--- config.mk ---
export PLATFORM = sky130hd
export DESIGN_NAME = vga_timing_gen
export DESIGN_NICKNAME = d
export VERILOG_FILES = /design/src/rtl/vga_timing_pkg.sv /design/src/rtl/vga_axis_counter.sv /design/src/rtl/vga_timing_gen.sv
export SDC_FILE = /design/constraint.sdc
export NUM_CORES = 1
export LEC_CHECK = 0
export BUFFER_PORTS_ARGS = -buffer_cell sky130_fd_sc_hd__buf_2
export CORE_MARGIN = 2
export CORE_UTILIZATION = 35
export CTS_CLUSTER_DIAMETER = 80
export CTS_CLUSTER_SIZE = 10
export DETAILED_ROUTE_END_ITERATION = 12
export GPL_ROUTABILITY_DRIVEN = 0
export PLACE_DENSITY = 0.55
export RECOVER_POWER = 25
export SLEW_MARGIN = 40
export SYNTH_ARGS = -nofsm -noshare
export SYNTH_HDL_FRONTEND = slang
export SYNTH_SLANG_ARGS = --single-unit
--- constraint.sdc ---
create_clock -name i_Clk -period 2.6 [get_ports i_Clk]
set_clock_uncertainty 0.05 [all_clocks]
set_input_delay 0.78 -clock i_Clk [delete_from_list [all_inputs] [get_ports i_Clk]]
set_output_delay 0.78 -clock i_Clk [all_outputs]
set_load 0.02 [all_outputs]
--- src/rtl/vga_timing_pkg.sv ---
// Raster timing modes, sync bundle and sizing helpers
// shared by the vga_timing_gen slice.
package vga_timing_pkg;

  typedef enum logic [0:0] {
    MODE_640X480_60,
    MODE_800X600_72
  } vga_mode_e;

  localparam int M640_H_ACTIVE = 640;
  localparam int M640_H_FRONT  = 16;
  localparam int M640_H_SYNC   = 96;
  localparam int M640_H_BACK   = 48;
  localparam int M640_V_ACTIVE = 480;
  localparam int M640_V_FRONT  = 10;
  localparam int M640_V_SYNC   = 2;
  localparam int M640_V_BACK   = 33;
  localparam bit M640_HS_POL   = 1'b0;
  localparam bit M640_VS_POL   = 1'b0;

  localparam int M800_H_ACTIVE = 800;
  localparam int M800_H_FRONT  = 56;
  localparam int M800_H_SYNC   = 120;
  localparam int M800_H_BACK   = 64;
  localparam int M800_V_ACTIVE = 600;
  localparam int M800_V_FRONT  = 37;
  localparam int M800_V_SYNC   = 6;
  localparam int M800_V_BACK   = 23;
  localparam bit M800_HS_POL   = 1'b1;
  localparam bit M800_VS_POL   = 1'b1;

  typedef struct packed {
    logic hsync;
    logic vsync;
    logic active;
    logic line_start;
    logic frame_start;
  } vga_sync_t;

  function automatic int h_total(
    input int act,
    input int front,
    input int sync,
    input int back
  );
    return act + front + sync + back;
  endfunction

  function automatic int v_total(
    input int act,
    input int front,
    input int sync,
    input int back
  );
    return act + front + sync + back;
  endfunction

  // Bits needed to hold total-1
  function automatic int min_cnt_w(
    input int total
  );
    return (total < 2) ? 1 : $clog2(total);
  endfunction

endpackage

--- src/rtl/vga_axis_counter.sv ---
// Single raster axis counter: 0..LEN-1 on i_Inc,
// o_Wrap flags the increment that returns to 0.
module vga_axis_counter
  import vga_timing_pkg::*;
#(
  parameter int LEN = 800,
  parameter int W   = 10
) (
  input  logic         i_Clk,
  input  logic         i_Rst,
  input  logic         i_Inc,
  output logic [W-1:0] o_Count,
  output logic         o_Wrap
);

  localparam logic [W-1:0] LAST = W'(LEN - 1);

  logic at_last;

  assign at_last = (o_Count == LAST);
  assign o_Wrap  = i_Inc & at_last;

  always_ff @(posedge i_Clk) begin
    if (i_Rst) begin
      o_Count <= '0;
    end else if (i_Inc) begin
      o_Count <= at_last ? '0 : o_Count + 1'b1;
    end
  end

endmodule

--- src/rtl/vga_timing_gen.sv ---
// Parametrised raster sync generator; optional pixel
// clock-enable via VGA_TIMING_PIXEL_CE_EN.
module vga_timing_gen
  import vga_timing_pkg::*;
#(
  parameter int H_ACTIVE = M640_H_ACTIVE,
  parameter int H_FRONT  = M640_H_FRONT,
  parameter int H_SYNC   = M640_H_SYNC,
  parameter int H_BACK   = M640_H_BACK,
  parameter int V_ACTIVE = M640_V_ACTIVE,
  parameter int V_FRONT  = M640_V_FRONT,
  parameter int V_SYNC   = M640_V_SYNC,
  parameter int V_BACK   = M640_V_BACK,
  parameter bit HS_POL   = M640_HS_POL,
  parameter bit VS_POL   = M640_VS_POL,
  parameter int CNT_W    = 10
) (
  input  logic             i_Clk,
  input  logic             i_Rst,
`ifdef VGA_TIMING_PIXEL_CE_EN
  input  logic             i_Pix_CE,
`endif
  output logic             o_HSync,
  output logic             o_VSync,
  output logic             o_Active,
  output logic             o_Line_Start,
  output logic             o_Frame_Start,
  output logic [CNT_W-1:0] o_Col_Count,
  output logic [CNT_W-1:0] o_Row_Count
);

  localparam int H_TOTAL =
    h_total(H_ACTIVE, H_FRONT, H_SYNC, H_BACK);
  localparam int V_TOTAL =
    v_total(V_ACTIVE, V_FRONT, V_SYNC, V_BACK);

  if (H_ACTIVE < 1 || H_FRONT < 1 ||
      H_SYNC < 1 || H_BACK < 1) begin : g_bad_h
    $error("vga_timing_gen: H_ params must be >= 1");
  end

  if (V_ACTIVE < 1 || V_FRONT < 1 ||
      V_SYNC < 1 || V_BACK < 1) begin : g_bad_v
    $error("vga_timing_gen: V_ params must be >= 1");
  end

  if (CNT_W < min_cnt_w(H_TOTAL) ||
      CNT_W < min_cnt_w(V_TOTAL)) begin : g_bad_w
    $error("vga_timing_gen: CNT_W too small");
  end

  localparam logic [CNT_W-1:0] H_ACT_END =
    CNT_W'(H_ACTIVE);
  localparam logic [CNT_W-1:0] HS_BEG =
    CNT_W'(H_ACTIVE + H_FRONT);
  localparam logic [CNT_W-1:0] HS_END =
    CNT_W'(H_ACTIVE + H_FRONT + H_SYNC);
  localparam logic [CNT_W-1:0] V_ACT_END =
    CNT_W'(V_ACTIVE);
  localparam logic [CNT_W-1:0] VS_BEG =
    CNT_W'(V_ACTIVE + V_FRONT);
  localparam logic [CNT_W-1:0] VS_END =
    CNT_W'(V_ACTIVE + V_FRONT + V_SYNC);

  localparam vga_sync_t SYNC_RST = '{
    hsync:       ~HS_POL,
    vsync:       ~VS_POL,
    active:      1'b0,
    line_start:  1'b0,
    frame_start: 1'b0
  };

  logic             ce;
  logic [CNT_W-1:0] h_cnt;
  logic [CNT_W-1:0] v_cnt;
  logic             h_wrap;
  logic             v_wrap_unused;
  logic             in_hs;
  logic             in_vs;
  vga_sync_t        sync_d;
  vga_sync_t        sync_q;

`ifdef VGA_TIMING_PIXEL_CE_EN
  assign ce = i_Pix_CE;
`else
  assign ce = 1'b1;
`endif

  vga_axis_counter #(
    .LEN (H_TOTAL),
    .W   (CNT_W)
  ) u_h_cnt (
    .i_Clk   (i_Clk),
    .i_Rst   (i_Rst),
    .i_Inc   (ce),
    .o_Count (h_cnt),
    .o_Wrap  (h_wrap)
  );

  // Row advances only on the column wrap, so sync
  // and active rows change at line boundaries.
  vga_axis_counter #(
    .LEN (V_TOTAL),
    .W   (CNT_W)
  ) u_v_cnt (
    .i_Clk   (i_Clk),
    .i_Rst   (i_Rst),
    .i_Inc   (h_wrap),
    .o_Count (v_cnt),
    .o_Wrap  (v_wrap_unused)
  );

  assign in_hs = (h_cnt >= HS_BEG) && (h_cnt < HS_END);
  assign in_vs = (v_cnt >= VS_BEG) && (v_cnt < VS_END);

  always_comb begin
    sync_d             = SYNC_RST;
    sync_d.hsync       = in_hs ? HS_POL : ~HS_POL;
    sync_d.vsync       = in_vs ? VS_POL : ~VS_POL;
    sync_d.active      = (h_cnt < H_ACT_END) &&
                         (v_cnt < V_ACT_END);
    sync_d.line_start  = (h_cnt == '0);
    sync_d.frame_start = (h_cnt == '0) &&
                         (v_cnt == '0);
  end

  always_ff @(posedge i_Clk) begin
    if (i_Rst) begin
      sync_q      <= SYNC_RST;
      o_Col_Count <= '0;
      o_Row_Count <= '0;
    end else if (ce) begin
      sync_q      <= sync_d;
      o_Col_Count <= h_cnt;
      o_Row_Count <= v_cnt;
    end
  end

  assign o_HSync       = sync_q.hsync;
  assign o_VSync       = sync_q.vsync;
  assign o_Active      = sync_q.active;
  assign o_Line_Start  = sync_q.line_start;
  assign o_Frame_Start = sync_q.frame_start;

endmodule
-- Word-level counts from Yosys, hierarchy flattened
Index checks and enable logic that the tools add are counted.
- $add $sub $neg: 2
- order comparisons: 6
- equality and inequality tests: 2
- muxes and demuxes: 3
- reductions and logical operators: 7
- operators with widths (operator ; count):
    adder 10 x 1 -> 10 bit (second input constant) ; 2
    equality test 10 bit (second input constant) ; 2
    zero test 10 bit ; 2
    less-than comparator 10 bit (second input constant) ; 2
    less-than comparator 10 x 9 -> 1 bit (second input constant) ; 2
    greater-or-equal comparator 10 bit (second input constant) ; 1
    greater-or-equal comparator 10 x 9 -> 1 bit (second input constant) ; 1
    2-to-1 mux 10 bit ; 1
    logical AND 1 bit ; 4
    2-to-1 mux 1 bit ; 2
    OR reduction 2 bit ; 1
- bits in registers: 45
- input port bits: 2

-- Longest topological paths before layout
Gate-level depths: netlist of the first run.
- depth after elaboration: 3
- mapped depth: 7
- mapped depth without buffers: 5

-- Hierarchy
From an unflattened synthesis of the first run, not the netlist that was laid out.
- cell total of the unflattened synthesis: 172
- area, all modules: 1724.2 um2
- modules (own cells, without submodules) (module ; times used ; cells an instance ; area an instance (um2)):
    vga_timing_gen ; 1 ; 64 ; 735.7
    vga_axis_counter at u_v_cnt ; 1 ; 54 ; 501.7
    vga_axis_counter at u_h_cnt ; 1 ; 54 ; 486.7

-- Worst setup path before layout of the first run
No wires, ideal clock.
- path kind: input to register
- from: in i_Rst
- to: reg sync_q (netlist bit o_Frame_Start)
- arrival: 1.890 ns
- required time: 2.490 ns
- slack: 0.600 ns
- stages on the path: 4
- path buffers: 1
- cell sequence: clkbuf_1 -> or4b_2 -> nor3_1 -> and3_1
- RTL lines (what ; RTL line ; RTL):
    from (decl) ; vga_timing_gen.sv:19 ; input logic i_Rst,
    to (signal assigned) ; vga_timing_gen.sv:133 ; sync_q <= sync_d;
    to (decl) ; vga_timing_gen.sv:81 ; vga_sync_t sync_q;

==> flow_metrics.tcl, run 1 <==
set metrics [dict create \
    dr_wl_met3_um 142 \
    rsz0062_at_grt "no" \
    finalInstanceArea_um2 1960 \
    grt_pass1_wl_um 5000 \
    fin_nets 211 \
    gr-usage-all-layers 0.124 \
    drv_cap 0 \
    numCtsBuffers 5 \
    vias 1202 \
    critical-path-slowest-cell "clkbuf_1" \
    hold_buffers 0 \
    vias_per_cell 4.64 \
    diodes 0 \
    met2_length_um 1160 \
    final_hold_viol_count 0 \
    num_rows 25 \
    met1_length_um 1600 \
    overflow 0 \
    avgRoutedWirePerCell_um 11.5 \
    pre_cts_ws_ns 0.525 \
    clockBufferDepth 2 \
    slew_viol_final 0 \
    startpoint_type "input pin" \
    path_cells "clkbuf_1 -> clkbuf_1 -> a31o_2 -> nor2_1" \
    period_share 0.787 \
    layout_common_cells "45 x dfxtp_1, 30 x nor2_1, 25 x buf_2" \
    grt_pass1_vias 1072 \
    stdcell_count 259 \
    port_buffers 26 \
    die_x_um 73.5 \
    power.density_nw_per_um2 656 \
    synth_area_um2 1690 \
    hold_ws_ns 0.440 \
    design.core.area_um2 4690 \
    cp_data_arrival_time_ns 2.18 \
    hp-class "reg2reg" \
    p_seq_frac 0.549 \
    utilization 0.417 \
    tightest_slew_ns 1.12 \
    cts_setup_buffers 0 \
    initial_utilization 0.360 \
    routed_wl_um 2980 \
    die_area_um2 5400 \
    seq_area_frac_synth 0.533 \
    min_period_ns 2.05 \
    power_leakage_nw 0.764 \
    power.total_mw 1.28 \
    slew_headroom 0.252 \
    clkLatencyLatePin_ns 0.29 \
    critPathMaxStageDelay_ns 0.85 \
    final_antenna_net_count 0 \
    switching_share 0.200 \
    ir_drop_mv 0.207 \
    grt_max_degree 28 \
    p_comb_frac 0.035 \
    setup_violations 0 \
    htreeDepth 2 \
    synth_cell_type_count 28 \
    syn-num-nets 188 \
    avgSynthCellArea_um2 9.33 \
    clock-sinks 45 \
    fill_cells 475 \
    clkPwrFrac 0.416 \
    max_freq_mhz 489 \
    crit_family "buffers and inverters" \
    drt_first_pass_iters 4 \
    die_h_um 73.5 \
    post-dp-hpwl_um 2080 \
    cp_common_cell "clkbuf_1" \
    final_layout_size_suffix_gt1_frac 0.180 \
    dpl_cell_area_um2 1850 \
    path_buf_inv 2 \
    worst_slack_ns 0.555 \
    grt_antenna_before_repair 0 \
    drt_iter0_drc 52 \
    ctsResizeCount 0 \
    synthCells 181 \
    highest_layer "met4" \
    final_common_cell "dfxtp_1" \
    dp_cells 251 \
    p_sw_mw 0.257 \
    area_growth_pct 15.9 \
    critPathKind "in2reg" \
    path_max_fanout 27 \
    rrSetupSlack_ns 0.55 \
    ys_warn_count 0 \
    worstSetupEndpointType "flip-flop" \
    status "complete, no violations" \
    io_pins 27 \
    ys_ff_latch 45 \
    cts_tree "done" \
    clockRootBuffer "clkbuf_8" \
    drc 0 \
    tns_ns 0 \
    intPower_mw 1.03 \
    required_ns 2.74 \
    path_clk_slew_ns 0.08 \
]
[cells in the mapped netlist]
cell / count / share of area
nand4_1: 5 / 0.019
nor4b_1: 1 / 0.0052
mux2i_1: 1 / 0.0059
nand3_1: 8 / 0.024
buf_1: 2 / 0.0044
xnor2_1: 13 / 0.067
or3_1: 4 / 0.015
nor2_1: 30 / 0.067
nor3_1: 9 / 0.027
and3_1: 3 / 0.011
or2_2: 1 / 0.0037
nor4_1: 6 / 0.022
o21ai_0: 3 / 0.0089
or4b_1: 1 / 0.0059
inv_1: 8 / 0.018
or4_4: 1 / 0.0067
nand2_1: 5 / 0.011
ha_1: 5 / 0.037
nor2b_1: 13 / 0.048
buf_6: 1 / 0.0067
o2111ai_1: 1 / 0.0052
a21oi_1: 2 / 0.0059
clkbuf_1: 7 / 0.016
xor2_1: 2 / 0.010
a31o_2: 1 / 0.0052
dfxtp_1: 45 / 0.53
or4b_2: 1 / 0.0059
buf_2: 2 / 0.0059
[worst paths after layout]
kind / from / endpoint / cells after the start
worst max-delay path: i_Rst / u_v_cnt.o_Count[5] / 4
worst min-delay path: u_h_cnt.o_Count[0] / u_h_cnt.o_Count[0] / 1
worst max register to register: u_h_cnt.o_Count[5] / u_v_cnt.o_Count[9] / 4
worst min register to register: u_h_cnt.o_Count[0] / u_h_cnt.o_Count[0] / 1
[flip-flops by register name (all words and copies together), names as in the netlist]
signal           count
o_Active             1
o_Col_Count         10
o_Frame_Start        1
o_HSync              1
o_Line_Start         1
o_Row_Count         10
o_VSync              1
u_h_cnt.o_Count     10
u_v_cnt.o_Count     10
[metal layers]
metal / vias up / track usage
met2: 29 / 0.163
li1: 644 / -
met1: 522 / 0.174
met5: - / 0
met4: 0 / 0.0667
met3: 7 / 0.0453
[logic make-up after synthesis]
| logic type | count (synthesis) | share of synthesized area |
|---|---|---|
| XOR/XNOR | 15 | 0.0778 |
| AND/OR/NAND/NOR | 88 | 0.270 |
| buffers and inverters | 20 | 0.0504 |
| AO/OA/AOI/OAI | 7 | 0.0252 |
| flip-flops | 45 | 0.533 |
| adder cells (fa/ha/maj) | 5 | 0.0370 |
| multiplexers | 1 | 0.00593 |
[area by class of cell]
| type | count | area, um2 | share of cell area |
|---|---|---|---|
| inverter | 8 | 30.0 | 0.0153 |
| clock inverter | 1 | 30.0 | 0.0153 |
| tap | 54 | 67.6 | 0.0345 |
| sequential | 45 | 901 | 0.460 |
| multi-input combinational | 116 | 703 | 0.359 |
| clock buffer | 7 | 86.3 | 0.0441 |
| timing repair buffer | 28 | 140 | 0.0716 |
[power groups by stage]
| stage | Sequential [mW] | Clock (mW) | Combinational, mW |
|---|---|---|---|
| final | 0.706 | 0.534 | 0.0445 |
| after global routing | 0.708 | 0.578 | 0.0505 |
| after CTS | 0.706 | 0.555 | 0.0462 |
| after detailed placement | 0.722 | 0 | 0.0460 |
| after global placement | 0.723 | 0 | 0.0456 |
| after floorplan | 0.730 | 0 | 0.0241 |
Note: power is estimated with default switching activity, not from simulation.
==> inputs of run 2 (changes only) <==
clock period = 2 ns   (was 2.6 ns; I/O delays follow)
==> run 2 against run 1 <==
Against the previous run:
- sequential share of layout area shrank 2.2 points
- count of clock-buffer cells in the layout down 2
- flip-flop and latch count unchanged
- critical endpoint is now u_v_cnt.o_Count[7]
- largest cell class unchanged
- final cell count grew 5.0%
- non-clock buffer count increased by 14
- setup slack worse by 0.42 ns
- wire length is 13% higher
==> flow_metrics.tcl, run 2 (synthesis gave the netlist of run 1 again) <==
set metrics [dict create \
    dr_wl_met3_um 161 \
    cp_data_arrival_time_ns 2.05 \
    worstRegToRegCells 5 \
    die_h_um 73.5 \
    numCtsBuffers 5 \
    slew_headroom 0.787 \
    tightest_slew_ns 0.316 \
    diodes 0 \
    final_layout_size_suffix_gt1_frac 0.243 \
    required_ns 2.18 \
    overflow 0 \
    die_area_um2 5400 \
    htreeDepth 2 \
    multi_input_area_um2 703 \
    hold_buffers 0 \
    drv_cap 0 \
    final_hold_viol_count 0 \
    fin_nets 225 \
    drt_iter0_drc 87 \
    path_max_fanout 5 \
    startpoint_type "flip-flop" \
    ctsResizeCount 0 \
    grt_max_degree 28 \
    avgRoutedWirePerCell_um 12.4 \
    grt_pass1_vias 1185 \
    pre_cts_ws_ns 0.147 \
    slew_viol_final 0 \
    clkLatencyLatePin_ns 0.30 \
    cts_setup_buffers 0 \
    r2r-start "u_h_cnt.o_Count[0]" \
    layout_common_cells "45 x dfxtp_1, 30 x nor2_1, 26 x buf_2" \
    whs_path_depth 1 \
    area_growth_pct 21.7 \
    die_x_um 73.5 \
    post-dp-hpwl_um 2370 \
    clockRootBuffer "clkbuf_8" \
    met2_length_um 1440 \
    cts_tree "done" \
    dp_cells 265 \
    critPathKind "reg2reg" \
    min_to "u_h_cnt.o_Count[0]" \
    setup_violations 0 \
    seq_area_um2 901 \
    num_rows 25 \
    port_buffers 26 \
    worst_slack_ns 0.131 \
    min-delay-start "u_h_cnt.o_Count[0]" \
    vias_per_cell 4.79 \
    highest_layer "met4" \
    clock-sinks 45 \
    clockBufferDepth 2 \
    min_period_ns 1.87 \
    drc 0 \
    final_common_cell "dfxtp_1" \
    power.density_nw_per_um2 795 \
    drt_first_pass_iters 4 \
    hold_ws_ns 0.434 \
    max_freq_mhz 535 \
    worstSetupEndpointType "flip-flop" \
    grt_pass1_wl_um 5660 \
    vias 1303 \
    initial_utilization 0.360 \
    rrSetupSlack_ns 0.13 \
    ir_drop_mv 0.311 \
    io_pins 27 \
    period_share 0.935 \
    design.core.area_um2 4690 \
    fill_cells 475 \
    final_antenna_net_count 0 \
    grt_antenna_before_repair 0 \
    tns_ns 0 \
    routed_wl_um 3370 \
    stdcell_count 272 \
    gr-usage-all-layers 0.141 \
    path_clk_slew_ns 0.08 \
    status "complete, no violations" \
    hp-class "reg2reg" \
    utilization 0.438 \
    rsz0062_at_grt "no" \
    r2r-end "u_v_cnt.o_Count[7]" \
    power_leakage_nw 0.841 \
    met1_length_um 1710 \
]
run 2: power by group:
group / leakage [nW] / internal [mW] / total, mW / switching, mW
logic: 0.422 / 0.0229 / 0.0646 / 0.0417
registers: 0.364 / 0.909 / 0.915 / 0.00618
clock network: 0.0540 / 0.363 / 0.655 / 0.292
total: 0.841 / 1.29 / 1.63 / 0.340
run 2: per-stage QoR:
stage	power [mW]	instance area, um2
after global placement	1.00	1950
final	1.63	2060
after detailed placement	1.00	1950
after global routing	1.71	2060
after floorplan	0.980	1690
after CTS	1.66	2060
run 2: critical path, cell delays in order (launching register included):
cell	delay, ns
dfxtp_1	0.39
ha_1	0.22
nand4_1	0.14
or4_4	0.54
or3_1	0.32
a21oi_1	0.14
run 2: area by class of cell:
class                   instances  share of cell area
multi-input cells             116               0.342
repair buffers                 42               0.122
clock inverters                 2              0.0170
inverters                       8              0.0146
flip-flops and latches         45               0.438
clock buffers                   5              0.0335
well taps                      54              0.0329
run 2: metal layers:
layer  vias up  GRT usage
li1        669          -
met1       593      0.192
met2        36      0.200
met3         5     0.0494
met4         0     0.0606
met5         -          0
run 2: how the worst max path moves through the flow:
stage                       startpoint                  to  slack (ns)  depth (start not counted)
floorplan           u_h_cnt.o_Count[5]  u_v_cnt.o_Count[7]        0.01                          6
global placement    u_h_cnt.o_Count[0]  u_v_cnt.o_Count[9]        0.18                          5
global route        u_h_cnt.o_Count[0]  u_v_cnt.o_Count[7]        0.01                          5
finish              u_h_cnt.o_Count[0]  u_v_cnt.o_Count[7]        0.13                          5
detailed placement  u_h_cnt.o_Count[0]  u_v_cnt.o_Count[7]        0.15                          5
CTS                 u_h_cnt.o_Count[0]  u_v_cnt.o_Count[7]        0.13                          5
